<file path="src/rtl/cnn_pkg.sv">
// Shared CNN datapath definitions: MAC sequencer state encoding, default widths,
// and the output saturation helper reused by the pooling blocks.
package cnn_pkg;

    typedef enum logic [1:0] {
        ST_IDLE  = 2'd0,
        ST_RUN   = 2'd1,
        ST_DRAIN = 2'd2,
        ST_DONE  = 2'd3
    } mac_state_t;

    localparam int CNN_DATA_W = 8;
    localparam int CNN_OUT_W  = 16;

    // Saturation works on a sign-extended 32-bit view of any accumulator up to 32 bits.
    localparam int SAT_IN_W = 32;
    localparam logic signed [SAT_IN_W-1:0] SAT_MAX = (SAT_IN_W'(1) <<< (CNN_OUT_W - 1)) - SAT_IN_W'(1);
    localparam logic signed [SAT_IN_W-1:0] SAT_MIN = -(SAT_IN_W'(1) <<< (CNN_OUT_W - 1));

    function automatic logic [CNN_OUT_W-1:0] sat_out(input logic signed [SAT_IN_W-1:0] v);
        logic [CNN_OUT_W-1:0] r;
        if (v > SAT_MAX) begin
            r = SAT_MAX[CNN_OUT_W-1:0];
        end else if (v < SAT_MIN) begin
            r = SAT_MIN[CNN_OUT_W-1:0];
        end else begin
            r = v[CNN_OUT_W-1:0];
        end
        return r;
    endfunction

endpackage

</file>
<file path="src/rtl/signedm.sv">
// Single shared signed multiplier: full-precision 2*DATA_W product of two
// two's-complement operands.
module signedm #(
    parameter int DATA_W = 8
) (
    input  logic [DATA_W-1:0]   i_a,
    input  logic [DATA_W-1:0]   i_b,
    output logic [2*DATA_W-1:0] o_p
);

    assign o_p = $signed(i_a) * $signed(i_b);

endmodule

</file>
<file path="src/rtl/mac_seq.sv">
// Dot-product sequencer around one shared signed multiplier. Optional output
// saturation is enabled by defining MAC_SAT_EN; otherwise the result wraps.
module mac_seq
    import cnn_pkg::*;
#(
    parameter int DATA_W = CNN_DATA_W,
    parameter int LEN_W  = 8,
    parameter int ACC_W  = 24,
    parameter int OUT_W  = CNN_OUT_W
) (
    input  logic              clk,
    input  logic              rst,
    input  logic              start,
    input  logic [LEN_W-1:0]  len,
    output logic              busy,
    input  logic [DATA_W-1:0] a_in,
    input  logic [DATA_W-1:0] b_in,
    input  logic              in_valid,
    output logic              in_ready,
    output logic [OUT_W-1:0]  res_out,
    output logic              res_valid,
    input  logic              res_ready,
    output logic [1:0]        dbg_state
);

    // Handshakes: a pair moves on any edge where in_valid & in_ready; the result
    // is consumed on any edge where res_valid & res_ready. Neither valid waits on ready.

    localparam int PROD_W = 2 * DATA_W;

    mac_state_t          r_state;
    mac_state_t          w_next;
    logic [LEN_W-1:0]    r_len;
    logic [LEN_W-1:0]    r_cnt;
    logic [LEN_W-1:0]    w_cnt_inc;
    logic [PROD_W-1:0]   r_pq;
    logic                r_pv;
    logic [ACC_W-1:0]    r_acc;
    logic [PROD_W-1:0]   w_prod;
    logic                w_xfer;
    logic                w_last;

    signedm #(.DATA_W(DATA_W)) u_mul (
        .i_a (a_in),
        .i_b (b_in),
        .o_p (w_prod)
    );

    assign in_ready  = (r_state == ST_RUN) && (r_cnt < r_len);
    assign w_xfer    = in_valid && in_ready;
    assign w_cnt_inc = r_cnt + LEN_W'(1);
    assign w_last    = w_xfer && (w_cnt_inc == r_len);
    assign busy      = (r_state != ST_IDLE);
    assign res_valid = (r_state == ST_DONE);
    assign dbg_state = r_state;

`ifdef MAC_SAT_EN
    assign res_out = OUT_W'(sat_out({{(SAT_IN_W-ACC_W){r_acc[ACC_W-1]}}, r_acc}));
`else
    assign res_out = r_acc[OUT_W-1:0];
`endif

    always_ff @(posedge clk) begin
        if (rst) begin
            r_state <= ST_IDLE;
        end else begin
            r_state <= w_next;
        end
    end

    always_comb begin
        w_next = r_state;
        case (r_state)
            ST_IDLE: begin
                if (start) begin
                    w_next = (len == '0) ? ST_DONE : ST_RUN;
                end
            end
            ST_RUN: begin
                if (w_last) begin
                    w_next = ST_DRAIN;
                end
            end
            ST_DRAIN: w_next = ST_DONE;
            ST_DONE: begin
                if (res_ready) begin
                    w_next = ST_IDLE;
                end
            end
            default: w_next = ST_IDLE;
        endcase
    end

    // Two-stage datapath: registered product, then accumulate whenever p_v is set.
    always_ff @(posedge clk) begin
        if (rst) begin
            r_len <= '0;
            r_cnt <= '0;
            r_pq  <= '0;
            r_pv  <= 1'b0;
            r_acc <= '0;
        end else if (r_state == ST_IDLE && start) begin
            r_len <= len;
            r_cnt <= '0;
            r_pv  <= 1'b0;
            r_acc <= '0;
        end else begin
            r_pv <= w_xfer;
            if (w_xfer) begin
                r_pq  <= w_prod;
                r_cnt <= w_cnt_inc;
            end
            if (r_pv) begin
                r_acc <= r_acc + {{(ACC_W-PROD_W){r_pq[PROD_W-1]}}, r_pq};
            end
        end
    end

endmodule

</file>
<file path="config.mk">
export PLATFORM = sky130hd
export DESIGN_NAME = mac_seq
export DESIGN_NICKNAME = d
export VERILOG_FILES = /design/src/rtl/cnn_pkg.sv /design/src/rtl/signedm.sv /design/src/rtl/mac_seq.sv
export SDC_FILE = /design/constraint.sdc
export NUM_CORES = 1
export LEC_CHECK = 0
export BUFFER_PORTS_ARGS = -buffer_cell sky130_fd_sc_hd__buf_2
export CORE_MARGIN = 5
export CORE_UTILIZATION = 43
export DETAILED_ROUTE_END_ITERATION = 6
export SYNTH_ARGS = -nofsm -noshare
export SYNTH_HDL_FRONTEND = slang
export SYNTH_SLANG_ARGS = --single-unit
</file>
<file path="constraint.sdc">
create_clock -name clk -period 5.55 [get_ports clk]
set_input_delay 1.11 -clock clk [delete_from_list [all_inputs] [get_ports clk]]
set_output_delay 1.11 -clock clk [all_outputs]
set_load 0.03 [all_outputs]
</file>
Word level (Yosys, flattened, before mapping)
Index checks and enable logic that the tools add are counted.
- bits of input ports: 29
- register bits after elaboration: 59
- output and inout port bits: 21
- $add $sub $neg: 2
- mux-type cells: 5
- equal/unequal tests: 7
- reduce and logical (&&, ||, !) cells: 10
- bitwise operators: 1
- magnitude comparators: 1
- $mul: 1
- operators by type and width (operator ; number):
    $add 24x24->24 ; 1
    $mul 8x8->16 ; 1
    $add 8x1->8 const B ; 1
    $eq 8x8->1 ; 1
    $logic_not 8->1 ; 1
    $lt 8x8->1 ; 1
    $mux 2 ; 4
    $pmux 2 s4 ; 1
    $eq 2x2->1 const B ; 2
    $logic_and 1x1->1 ; 4
    $ne 2x2->1 const B ; 2
    $reduce_and 3->1 ; 1
    $eq 2x1->1 const B ; 1
    $logic_not 2->1 ; 1
    $ne 2x1->1 const B ; 1
    $reduce_and 2->1 ; 1
    $reduce_bool 2->1 ; 1
    $reduce_or 2->1 ; 1
    $not 1->1 ; 1

Depth between registers and ports, before layout
Gate-level depths: netlist of the first run.
- depth in word-level cells: 6
- gate-level depth with buffers: 17
- gate-level depth less buffers: 17

Hierarchy
Synthesis of the first run repeated with hierarchy kept, for this count alone.
- cells, all modules: 668
- area total of the unflattened synthesis: 5621.6 um^2
- by module, submodules not included (module ; cells an instance ; area an instance (um^2) ; instances ; sequential area each (um^2)):
    mac_seq ; 380 ; 3067.9 ; 1 ; 1021.0
    signedm ; 288 ; 2553.7 ; 1 ; 0.0

Worst setup path before layout of the first run
Ideal clock, no wire load.
- path type: input-to-reg
- from: input a_in[3]
- to: register r_pq[15]
- path slack: 590 ps
- stages: 16
- arrival time: 4874 ps
- data required time: 5464 ps
- cell sequence: and2_1 -> fa_1 -> inv_1 -> fa_1 -> inv_1 -> fa_1 -> inv_1 -> fa_1 -> inv_1 -> ha_1 -> o21ai_0 -> o211ai_1 -> a31o_2 -> o41ai_1 -> xnor2_1 -> a211oi_1
- word-level cells in the longest chain between the ends: 1
- RTL lines (element ; line ; source):
    from (decl) ; mac_seq.sv:16 ; input logic [DATA_W-1:0] a_in,
    $mul 8x8->16 ; signedm.sv:11 ; assign o_p = $signed(i_a) * $signed(i_b);
    to (signal assigned) ; mac_seq.sv:110 ; r_pq <= w_prod;
    to (decl) ; mac_seq.sv:36 ; logic [PROD_W-1:0] r_pq;
No other way between the ends.
A chain may end at the register's enable or synchronous reset.

Worst setup path in the final report of the first run
- from: input a_in[0]
- to: register r_pq[15]
Same word-level chain as after synthesis.

==> load_flow_metrics.sql, run 1 <==
INSERT INTO impl_metrics (metric_group, metric, value, unit) VALUES
('outcome', 'run_status', 'finished clean', ''),
('yosys', 'share_of_flip_flops_with_an_asynchronous_set_or_reset_after_synthesis', '0', ''),
('worst_setup_path', 'timing.critical_path.mode_cell', 'fa_1', ''),
('worst_setup_path', 'worstPathBufferInverterCount', '4', ''),
('clocking', 'worstSkewPairLatency', '290', 'ps'),
('placement', 'pre_cts_worst_setup_slack', '188', 'ps'),
('global_routing', 'grt.overflow.total', '0', ''),
('clocking', 'cts_max_level', '2', ''),
('power_and_ir_drop', 'power.static_leakage', '0.00283', 'µW'),
('floorplanning', 'die-width', '124', 'µm'),
('route', 'drt_iter0_markers', '173', ''),
('job', 'timing.max_cap.violations', '0', ''),
('floorplanning', 'top_level_i_o_count', '50', ''),
('worst_setup_path', 'worstPathArrival', '5260', 'ps'),
('placement', 'place_inst', '871', ''),
('sta', 'grt_setup_unrepaired', 'no', ''),
('route', 'via_per_inst', '4.89', ''),
('sta', 'max_freq', '198', 'MHz'),
('finish', 'layout.filler_cells', '1277', ''),
('yosys', 'ys.flop_type', 'dfxtp_1', ''),
('power_and_ir_drop', 'power_switching', '865', 'µW'),
('power_and_ir_drop', 'combPwrFrac', '0.590', ''),
('route', 'postRouteAntennaNets', '0', ''),
('floorplanning', 'floorplan.rows', '41', ''),
('floorplanning', 'fp.dieH', '124', 'µm'),
('sta', 'final_max_slew_viol_count', '0', ''),
('power_and_ir_drop', 'power_per_unit_of_standard_cell_area', '329', 'nW/µm²'),
('worst_setup_path', 'worst_path_cell_trace', 'buf_2 -> nand2b_1 -> fa_1 -> fa_1 -> inv_1 -> fa_1 -> inv_1 -> fa_1 -> inv_1 -> ha_1 -> o21ai_0 -> o211ai_1 -> a31o_2 -> o41ai_1 -> xnor2_1 -> a211oi_1', ''),
('floorplanning', 'placeableCoreArea', '12700', 'µm²'),
('worst_setup_path', 'critPathSlowestCell', 'fa_1', ''),
('worst_setup_path', 'worstSetupEndpointType', 'flip-flop', ''),
('yosys', 'mappedNetlistArea', '5610', 'µm²'),
('clocking', 'ctsLongestPathBuffers', '2', ''),
('floorplanning', 'die_area', '15400', 'µm²'),
('finish', 'final_cell_mix', 'inv_1, nand2_1, ha_1', ''),
('sta', 'worstMarginPinSlew', '734', 'ps'),
('power_and_ir_drop', 'design_power_total', '2040', 'µW'),
('yosys', 'syn_avg_cell_area', '8.46', 'µm²'),
('worst_setup_path', 'timing_worst_setup_path_type', 'primary input to flip-flop', ''),
('clocking', 'clock-root-buffer', 'clkbuf_16', ''),
('clocking', 'tritoncts.num_buffers', '5', ''),
('power_and_ir_drop', 'clock_power_share', '0.195', ''),
('finish', 'areaGrowthSynthToFinish', '10.5', '%'),
('worst_setup_path', 'cp_data_required_time', '5760', 'ps'),
('route', 'drc', '0', ''),
('yosys', 'synth.distinct_cells', '54', ''),
('yosys', 'synthesized_flop_and_latch_total', '51', ''),
('sta', 'final.setup.tns', '0', 'ps'),
('sta', 'maxSlewHeadroom', '0.504', ''),
('global_routing', 'grt_pass1_wl', '21.4', 'mm'),
('sta', 'worst_slack', '500', 'ps'),
('yosys', 'sequential_area_share_after_synthesis', '0.182', ''),
('worst_setup_path', 'cpPeakStageDelay', '550', 'ps'),
('placement', 'hpwlAfterDp', '9.72', 'mm'),
('power_and_ir_drop', 'max-vdd-ir-drop', '0.000130', 'V'),
('floorplanning', 'initial_core_util', '0.441', ''),
('route', 'wl_per_cell', '13.3', 'µm'),
('global_routing', 'number_of_global_route_vias_before_repair', '4549', ''),
('worst_setup_path', 'critPathTopFamily', 'adder cells', ''),
('yosys', 'yosysTopAreaCell', 'fa_1', ''),
('finish', 'final_nets', '849', ''),
('finish', 'layout.core_utilization', '0.487', ''),
('yosys', 'synthesis.nets', '806', ''),
('clocking', 'clk_transition_reported_paths', '70', 'ps'),
('finish', 'post_route_cells_drive_above_1_share', '0.100', ''),
('worst_setup_path', 'critical_path_peak_fanout', '8', ''),
('global_routing', 'grt_max_degree', '32', ''),
('route', 'length_of_the_first_detailed_routing_pass_in_iterations', '4', ''),
('sta', 'setup_viol', '0', ''),
('power_and_ir_drop', 'internal_power_contribution', '1170', 'µW'),
('yosys', 'synth_enable_flop_cells', '0', '');
power groups by stage:
stage | Clock [µW] | Combinational (µW) | Sequential, µW
after detailed placement | 0 | 1210 | 448
final | 397 | 1200 | 438
after CTS | 405 | 1220 | 439
after floorplan | 0 | 955 | 447
after global placement | 0 | 1190 | 445
after global routing | 423 | 1400 | 444
cell type report:
type                       count  area, µm²  area share
tap                          172        215      0.0347
sequential                    51       1020       0.165
multi-input combinational    486       4100       0.661
clock buffer                   6        129      0.0208
inverter                     111        417      0.0672
timing repair buffer          51        260      0.0420
clock inverter                 2       60.1     0.00969
state kept, by name, indices dropped and copies added, names as in the netlist:
register,cells
dbg_state,2
r_pq,16
r_cnt,8
r_acc,16
r_len,8
r_pv,1
worst min-delay path, stage by stage (launching register included):
cell and delay, ps:
dfxtp_1 320, nand2_1 50, a21oi_1 50
layer usage:
metal / track usage / wire length, µm / up-vias
met1: 0.231 / 5990 / 1991
met4: 0.0368 / 141 / 0
met5: 0 / 0 / -
li1: - / - / 2240
met2: 0.254 / 5230 / 63
met3: 0.0180 / 333 / 8
cell families (layout without fill, tap and decap cells):
logic type | after synthesis | in the layout | synth area share
flip-flops | 51 | 51 | 0.182
buffers and inverters | 126 | 170 | 0.0881
AND/OR/NAND/NOR | 215 | 215 | 0.197
multiplexers | 12 | 12 | 0.0219
AO/OA/AOI/OAI | 109 | 109 | 0.126
XOR/XNOR | 36 | 36 | 0.0562
adder cells (fa/ha/maj) | 114 | 114 | 0.329
path summary, 6_finish.rpt:
path | startpoint | endpoint | slack, ps | depth (start not counted)
max reg2reg | r_len[2]$_SDFFE_PP0P_ | r_pq[14]$_SDFFE_PP0P_ | 2520 | 8
min | r_pq[13]$_SDFFE_PP0P_ | r_pq[13]$_SDFFE_PP0P_ | 460 | 2
max | a_in[0] | r_pq[15]$_SDFFE_PP0P_ | 500 | 16
min reg2reg | r_pq[13]$_SDFFE_PP0P_ | r_pq[13]$_SDFFE_PP0P_ | 460 | 2
metrics by stage:
| step | hold WS [ps] | area [µm²] |
|---|---|---|
| after global routing | 494 | 6200 |
| after global placement | 451 | 6010 |
| after CTS | 465 | 6200 |
| after floorplan | 436 | 5610 |
| final | 463 | 6200 |
| after detailed placement | 456 | 6010 |
synthesized netlist by cell type (all sizes together) (3+ instances only):
cell    instances
inv           111
nand2          64
ha             58
fa             56
dfxtp          51
and2           50
a21oi          37
nor2           34
xnor2          24
o21ai          19
nand3          13
xor2           12
mux2i          10
a211oi          9
a21o            9
clkbuf          9
nand2b          9
nor2b           8
nand3b          7
a31oi           6
buf             6
nand4           6
nor3            6
o21a            6
o211ai          5
a211o           3
and3            3
nor4            3
o41ai           3
or2             3
Note: power is estimated with default switching activity, not from simulation.
==> run 2: changes to the inputs <==
CORE_ASPECT_RATIO = 2   (was default)
==> run 2 against run 1 <==
Against the previous run: sequential share of layout area rose by 0.18 points; sequential cell count did not move; non-clock buffer count fell by 1; power fell by 3.8%; fmax fell by 0.51%; register-to-register slack improved by 210 ps; hold slack got worse by 4.6 ps; routed wire length fell by 0.56%; first-iteration DRC count fell by 26%; utilization fell by 1.3 points; design area fell by 1.1%.
==> load_flow_metrics.sql, run 2 (same netlist as run 1, synthesis figures left out) <==
INSERT INTO impl_metrics (metric_group, metric, value, unit) VALUES
('outcome', 'run_status', 'finished clean', ''),
('placement', 'place_inst', '850', ''),
('placement', 'hpwlAfterDp', '10.0', 'mm'),
('power_and_ir_drop', 'combPwrFrac', '0.607', ''),
('finish', 'multi_input_comb_area', '4100', 'µm²'),
('sta', 'worst_hold_slack', '458', 'ps'),
('min_path', 'holdPathEnd', 'r_pq[12]$_SDFFE_PP0P_', ''),
('finish', 'filler_free_cell_count_of_the_finished_design', '858', ''),
('route', 'drc', '0', ''),
('global_routing', 'grt_pass1_wl', '20.2', 'mm'),
('sta', 'timing.final.crit_share', '0.915', ''),
('clocking', 'cts_max_level', '2', ''),
('worst_setup_path', 'worstSetupEndpointType', 'flip-flop', ''),
('sta', 'final_max_slew_viol_count', '0', ''),
('floorplanning', 'placeableCoreArea', '12900', 'µm²'),
('min_path', 'min-delay-start', 'r_pq[12]$_SDFFE_PP0P_', ''),
('clocking', 'post_cts.resized_instances', '0', ''),
('worst_setup_path', 'reg_to_reg_critical_path_startpoint', 'r_cnt[2]$_SDFFE_PP0P_', ''),
('power_and_ir_drop', 'internal_power_contribution', '1090', 'µW'),
('worst_setup_path', 'worstPathArrival', '5300', 'ps'),
('power_and_ir_drop', 'power_switching', '870', 'µW'),
('global_routing', 'grt_max_degree', '32', ''),
('worst_setup_path', 'worstSetupStartpointType', 'primary input', ''),
('clocking', 'clock-root-buffer', 'clkbuf_16', ''),
('finish', 'num_antenna_cells', '0', ''),
('sta', 'hold_violations', '0', ''),
('worst_setup_path', 'worst-r2r-cell-count', '7', ''),
('finish', 'post_route_cells_drive_above_1_share', '0.101', ''),
('sta', 'setup_viol', '0', ''),
('worst_setup_path', 'cp_data_required_time', '5770', 'ps'),
('power_and_ir_drop', 'switching_share', '0.444', ''),
('finish', 'regArea', '1020', 'µm²'),
('global_routing', 'antenna_found_initial', '0', ''),
('job', 'timing.max_cap.violations', '0', ''),
('sta', 'final.setup.tns', '0', 'ps'),
('floorplanning', 'top_level_i_o_count', '50', ''),
('route', 'drt_iter0_markers', '128', ''),
('power_and_ir_drop', 'clock_power_share', '0.168', ''),
('worst_setup_path', 'regToRegEndpoint', 'r_pq[14]$_SDFFE_PP0P_', ''),
('clocking', 'post_cts.repair.setup_buffers', '0', ''),
('finish', 'layout.filler_cells', '1245', ''),
('placement', 'placement.io_buffers', '49', ''),
('min_path', 'timing.hold.worst_path_depth', '2', ''),
('power_and_ir_drop', 'max-vdd-ir-drop', '0.000309', 'V'),
('finish', 'final_cell_mix', 'inv_1, nand2_1, ha_1', ''),
('clocking', 'ctsLongestPathBuffers', '2', ''),
('route', 'route.layer.met1.wl', '4.57', 'mm'),
('sta', 'skew', '4.88', 'ps'),
('floorplanning', 'floorplan.rows', '59', ''),
('global_routing', 'number_of_global_route_vias_before_repair', '4608', ''),
('finish', 'areaGrowthSynthToFinish', '9.28', '%'),
('clocking', 'quantity_of_hold_fixing_buffers_added_after_cts', '0', ''),
('route', 'via_per_inst', '5.20', ''),
('sta', 'maxSlewHeadroom', '0.378', ''),
('power_and_ir_drop', 'power.static_leakage', '0.00280', 'µW'),
('clocking', 'tritoncts', 'built', ''),
('floorplanning', 'die_area', '15600', 'µm²'),
('route', 'dr_wl_met3', '326', 'µm'),
('finish', 'layout.cells.most_common', 'inv_1', ''),
('route', 'length_of_the_first_detailed_routing_pass_in_iterations', '4', ''),
('route', 'wl_per_cell', '13.6', 'µm'),
('finish', 'reg.largest.list', 'r_acc (16), r_pq (16)', ''),
('sta', 'final_period_minus_worst_setup_slack', '5080', 'ps'),
('worst_setup_path', 'timing_worst_setup_path_type', 'primary input to flip-flop', ''),
('clocking', 'worstSkewPairLatency', '300', 'ps'),
('floorplanning', 'die-width', '90.8', 'µm'),
('route', 'highest_layer', 'met4', ''),
('finish', 'final_design_area_no_fill', '6130', 'µm²'),
('clocking', 'clk_transition_reported_paths', '70', 'ps'),
('route', 'drt-total-wl', '11.6', 'mm'),
('route', 'met2_length', '6.43', 'mm'),
('global_routing', 'grt_util_all_layers', '0.155', ''),
('sta', 'max_freq', '197', 'MHz'),
('route', 'routed_vias', '4459', ''),
('clocking', 'cts.sinks', '51', ''),
('min_path', 'hold_path_class', 'flip-flop to flip-flop', ''),
('clocking', 'tritoncts.num_buffers', '5', ''),
('placement', 'place.gp.congestion', '0.839', ''),
('route', 'postRouteAntennaNets', '0', ''),
('worst_setup_path', 'reg2reg_slack', '2730', 'ps'),
('floorplanning', 'fp.dieH', '172', 'µm'),
('power_and_ir_drop', 'seqPwrFrac', '0.225', ''),
('power_and_ir_drop', 'power_per_unit_of_standard_cell_area', '320', 'nW/µm²'),
('worst_setup_path', 'critical_path_peak_fanout', '8', ''),
('finish', 'final_nets', '848', ''),
('placement', 'placedInstanceArea', '5980', 'µm²'),
('global_routing', 'grt.overflow.total', '0', ''),
('floorplanning', 'initial_core_util', '0.434', ''),
('sta', 'worstMarginPinSlew', '932', 'ps'),
('sta', 'grt_setup_unrepaired', 'no', '');
==> run 2: cell count changes in the layout (fill, tap and decap cells not counted) <==
cell,before,now
bufinv_16,2,0
clkbuf_1,1,0
clkinv_4,0,1
clkbuf_8,0,1
buf_4,2,1
clkinvlp_4,0,1
==> run 2: through the flow <==
step / util / setup slack [ps] / total power [µW]
after global routing: 0.475 / 276 / 2180
after global placement: 0.463 / 219 / 1630
after floorplan: - / 590 / 1400
after CTS: 0.475 / 457 / 2000
final: 0.475 / 474 / 1960
after detailed placement: 0.463 / 118 / 1660
==> run 2: how the worst max path moves through the flow <==
stage / start / to / slack, ps / depth (start not counted)
floorplan: a_in[3] / r_pq[15]$_SDFFE_PP0P_ / 590 / 16
global placement: a_in[0] / r_pq[15]$_SDFFE_PP0P_ / 220 / 16
detailed placement: a_in[3] / r_pq[15]$_SDFFE_PP0P_ / 120 / 17
CTS: a_in[3] / r_pq[15]$_SDFFE_PP0P_ / 460 / 17
global route: a_in[3] / r_pq[14]$_SDFFE_PP0P_ / 280 / 17
finish: a_in[3] / r_pq[15]$_SDFFE_PP0P_ / 470 / 17
==> run 2: final cells by class <==
cell class,count,share of cell area
Clock buffer,6,0.0226
Clock inverter,2,0.00265
Inverter,111,0.0679
Multi-Input combinational cell,486,0.668
Sequential cell,51,0.166
Tap cell,152,0.0310
Timing Repair Buffer,50,0.0412
==> run 2: power by group through the flow <==
stage	clock, µW	sequential [µW]	combinational [µW]
after floorplan	0	447	955
after CTS	341	443	1210
final	329	442	1190
after global placement	0	449	1180
after detailed placement	0	451	1210
after global routing	352	449	1380
==> run 2: worst max-delay path, stage by stage <==
cell and delay [ps]:
buf_2 150, and2_1 180, fa_1 540, inv_1 50, fa_1 470, inv_1 60
fa_1 530, inv_1 50, fa_1 520, inv_1 40, ha_1 300, o21ai_0 180
o211ai_1 170, a31o_2 280, o41ai_1 310, xnor2_1 130, a211oi_1 220
==> run 2: metal layers <==
layer / GRT usage / vias up
li1: - / 2249
met1: 0.159 / 2119
met2: 0.309 / 73
met3: 0.0197 / 18
met4: 0.0626 / 0
met5: 0 / -
==> run 3: changes to the inputs <==
ABC_AREA = 1   (was default)
PLACE_DENSITY_LB_ADDON = 0.1   (was default)
SYNTH_HIERARCHICAL = 1   (was default)
==> run 3 against run 2 <==
Against the previous run: synthesized cell count is 30% higher; first-iteration DRC count is 19% higher; utilization is 0.46 points lower; critical path type unchanged; largest cell class unchanged.
==> load_flow_metrics.sql, run 3 <==
INSERT INTO impl_metrics (metric_group, metric, value, unit) VALUES
('outcome', 'run_status', 'finished clean', ''),
('floorplanning', 'floorplan.rows', '61', ''),
('worst_setup_path', 'worstSetupEndpointType', 'flip-flop', ''),
('sta', 'worstMarginPinSlew', '827', 'ps'),
('placement', 'hpwlAfterDp', '10.9', 'mm'),
('worst_setup_path', 'worst_path_cell_trace', 'buf_2 -> inv_1 -> or2_2 -> fa_1 -> fa_1 -> inv_1 -> fa_1 -> inv_1 -> fa_1 -> inv_1 -> ha_1 -> a21oi_1 -> o21bai_1 -> nand2_1 -> nand3_1 -> nor2_1 -> nor2_1 -> nor2_1 -> nor2_1', ''),
('power_and_ir_drop', 'max-vdd-ir-drop', '0.000203', 'V'),
('job', 'timing.max_cap.violations', '0', ''),
('worst_setup_path', 'timing_worst_setup_path_type', 'primary input to flip-flop', ''),
('route', 'drt-total-wl', '13.0', 'mm'),
('global_routing', 'antenna_found_initial', '0', ''),
('clocking', 'tritoncts.num_buffers', '5', ''),
('placement', 'placement.io_buffers', '49', ''),
('worst_setup_path', 'critical_path_peak_fanout', '8', ''),
('clocking', 'clk_transition_reported_paths', '70', 'ps'),
('sta', 'setup_viol', '0', ''),
('worst_setup_path', 'cpPeakStageDelay', '550', 'ps'),
('sta', 'hold_violations', '0', ''),
('finish', 'layout.cells.most_common', 'inv_1', ''),
('route', 'drt_iter0_markers', '152', ''),
('yosys', 'synth.distinct_cells', '40', ''),
('route', 'length_of_the_first_detailed_routing_pass_in_iterations', '4', ''),
('yosys', 'share_of_flip_flops_with_an_asynchronous_set_or_reset_after_synthesis', '0', ''),
('worst_setup_path', 'worstPathArrival', '5110', 'ps'),
('sta', 'timing.final.crit_share', '0.887', ''),
('yosys', 'ys.flop_type', 'dfxtp_1', ''),
('sta', 'skew', '6.05', 'ps'),
('placement', 'place.gp.congestion', '0.901', ''),
('sta', 'maxSlewHeadroom', '0.448', ''),
('yosys', 'synth_enable_flop_cells', '0', ''),
('floorplanning', 'die-width', '93.2', 'µm'),
('floorplanning', 'placeableCoreArea', '13700', 'µm²'),
('finish', 'layout.core_utilization', '0.470', ''),
('route', 'postRouteAntennaNets', '0', ''),
('floorplanning', 'die_area', '16500', 'µm²'),
('yosys', 'synth_cells', '865', ''),
('finish', 'post_route_cells_drive_above_1_share', '0.0904', ''),
('yosys', 'synth.top_cell.area_share', '0.188', ''),
('finish', 'layout.filler_cells', '1451', ''),
('finish', 'reg.largest.list', 'r_acc (16), r_pq (16)', ''),
('yosys', 'synth.yosys.warnings', '6', ''),
('sta', 'final_period_minus_worst_setup_slack', '4920', 'ps'),
('yosys', 'yosysTopAreaCell', 'fa_1', ''),
('sta', 'max_freq', '203', 'MHz'),
('worst_setup_path', 'cp_data_required_time', '5730', 'ps'),
('finish', 'final_nets', '1039', ''),
('min_path', 'hold_path_class', 'flip-flop to flip-flop', ''),
('yosys', 'synthesized_flop_and_latch_total', '51', ''),
('route', 'wl_per_cell', '12.4', 'µm'),
('yosys', 'yosys.cell_count.top_type', 'inv_1', ''),
('floorplanning', 'top_level_i_o_count', '50', ''),
('global_routing', 'grt_max_degree', '27', ''),
('yosys', 'syn_avg_cell_area', '6.89', 'µm²'),
('clocking', 'clock-root-buffer', 'clkbuf_16', ''),
('global_routing', 'grt.overflow.total', '0', ''),
('yosys', 'mappedNetlistArea', '5960', 'µm²'),
('route', 'via_per_inst', '4.82', ''),
('clocking', 'cts.sinks', '51', ''),
('power_and_ir_drop', 'power.static_leakage', '0.00379', 'µW'),
('clocking', 'post_cts.repair.setup_buffers', '0', ''),
('route', 'routed_vias', '5075', ''),
('global_routing', 'grt_util_all_layers', '0.173', ''),
('sta', 'final_max_slew_viol_count', '0', ''),
('finish', 'num_antenna_cells', '0', ''),
('power_and_ir_drop', 'power_per_unit_of_standard_cell_area', '380', 'nW/µm²'),
('yosys', 'synthesis.nets', '1008', ''),
('clocking', 'quantity_of_hold_fixing_buffers_added_after_cts', '0', ''),
('finish', 'final_cell_mix', 'inv_1, nand2_1, nor2_1', ''),
('sta', 'final.setup.tns', '0', 'ps'),
('clocking', 'worstSkewPairLatency', '290', 'ps'),
('finish', 'areaGrowthSynthToFinish', '8.38', '%'),
('worst_setup_path', 'critPathSlowestCell', 'fa_1', ''),
('floorplanning', 'initial_core_util', '0.434', ''),
('yosys', 'synth.area.top_cells', 'fa_1, dfxtp_1, inv_1, ha_1, nand2_1', ''),
('global_routing', 'number_of_global_route_vias_before_repair', '5100', ''),
('worst_setup_path', 'worstSetupStartpointType', 'primary input', ''),
('sta', 'grt_setup_unrepaired', 'no', ''),
('clocking', 'ctsLongestPathBuffers', '2', ''),
('yosys', 'yosys-top-cells-count', 'inv_1, nand2_1, nor2_1', ''),
('clocking', 'cts_max_level', '2', ''),
('clocking', 'tritoncts', 'built', ''),
('route', 'drc', '0', ''),
('yosys', 'sequential_area_share_after_synthesis', '0.171', ''),
('clocking', 'post_cts.resized_instances', '0', ''),
('floorplanning', 'fp.dieH', '176', 'µm'),
('global_routing', 'grt_pass1_wl', '23.5', 'mm');
-- run 3: changes by cell type after synthesis, moves of 10 or more --
cell	before	now
nand2_1	64	170
nor2_1	34	91
inv_1	111	210
o21ai_0	19	46
and2_1	50	0
nand3_1	13	44
mux2i_1	10	0
xnor2_1	24	7
clkbuf_1	9	21
-- run 3: layout make-up --
class                      count  area [µm²]  share of cell area
tap                          157         196              0.0304
clock buffer                   6         129              0.0200
inverter                     211         792               0.123
clock inverter                 1        30.0             0.00465
timing repair buffer          51         260              0.0403
sequential                    51        1020               0.158
multi-input combinational    576        4030               0.624
-- run 3: worst max-delay path: cells and delay by family --
kind,cells,cell delay (ps)
AND/OR/NAND/NOR,7,760
buffers and inverters,5,390
adder cells (fa/ha/maj),5,2490
AO/OA/AOI/OAI,2,350
-- run 3: stage by stage --
step           hold WS, ps  area [µm²]  power, µW  instances  worst slack (ps)
3_5_place_dp           480        6300       2140       1046               338
4_1_cts                491        6460       2500       1053               629
6_report               485        6460       2450       1053               626
2_1_floorplan          460        5960       1800        865               605
5_1_grt                526        6460       2780       1053               339
3_3_place_gp           470        6300       2130       1046               377
-- run 3: per-layer routing --
metal | up-vias | wire length, µm | share of wire | track usage
li1 | 2670 | - | - | -
met1 | 2338 | 6210 | 0.48 | 0.242
met2 | 55 | 6380 | 0.49 | 0.293
met3 | 12 | 264 | 0.020 | 0.0162
met4 | 0 | 164 | 0.013 | 0.0324
met5 | - | 0 | 0 | 0
-- run 3: power by group --
part,internal [µW],switching [µW],total (µW)
Clock,211,134,344
Combinational,604,1000,1610
Sequential,434,64.8,499
-- run 3: cells by family (layout without fill, tap and decap cells) --
group	Yosys count	in the layout	synth area share
flip-flops	51	51	0.171
XOR/XNOR	19	19	0.0279
buffers and inverters	238	269	0.152
AND/OR/NAND/NOR	332	332	0.234
adder cells (fa/ha/maj)	114	114	0.310
AO/OA/AOI/OAI	111	111	0.104
-- run 3: worst paths after layout --
path	from	endpoint	slack (ps)	cells after the start
min	r_acc[0]$_SDFFE_PP0P_	r_acc[0]$_SDFFE_PP0P_	480	2
min reg2reg	r_acc[0]$_SDFFE_PP0P_	r_acc[0]$_SDFFE_PP0P_	480	2
max	b_in[7]	r_pq[14]$_SDFFE_PP0P_	630	19
max reg2reg	r_cnt[5]$_SDFFE_PP0P_	r_pq[1]$_SDFFE_PP0P_	3310	9
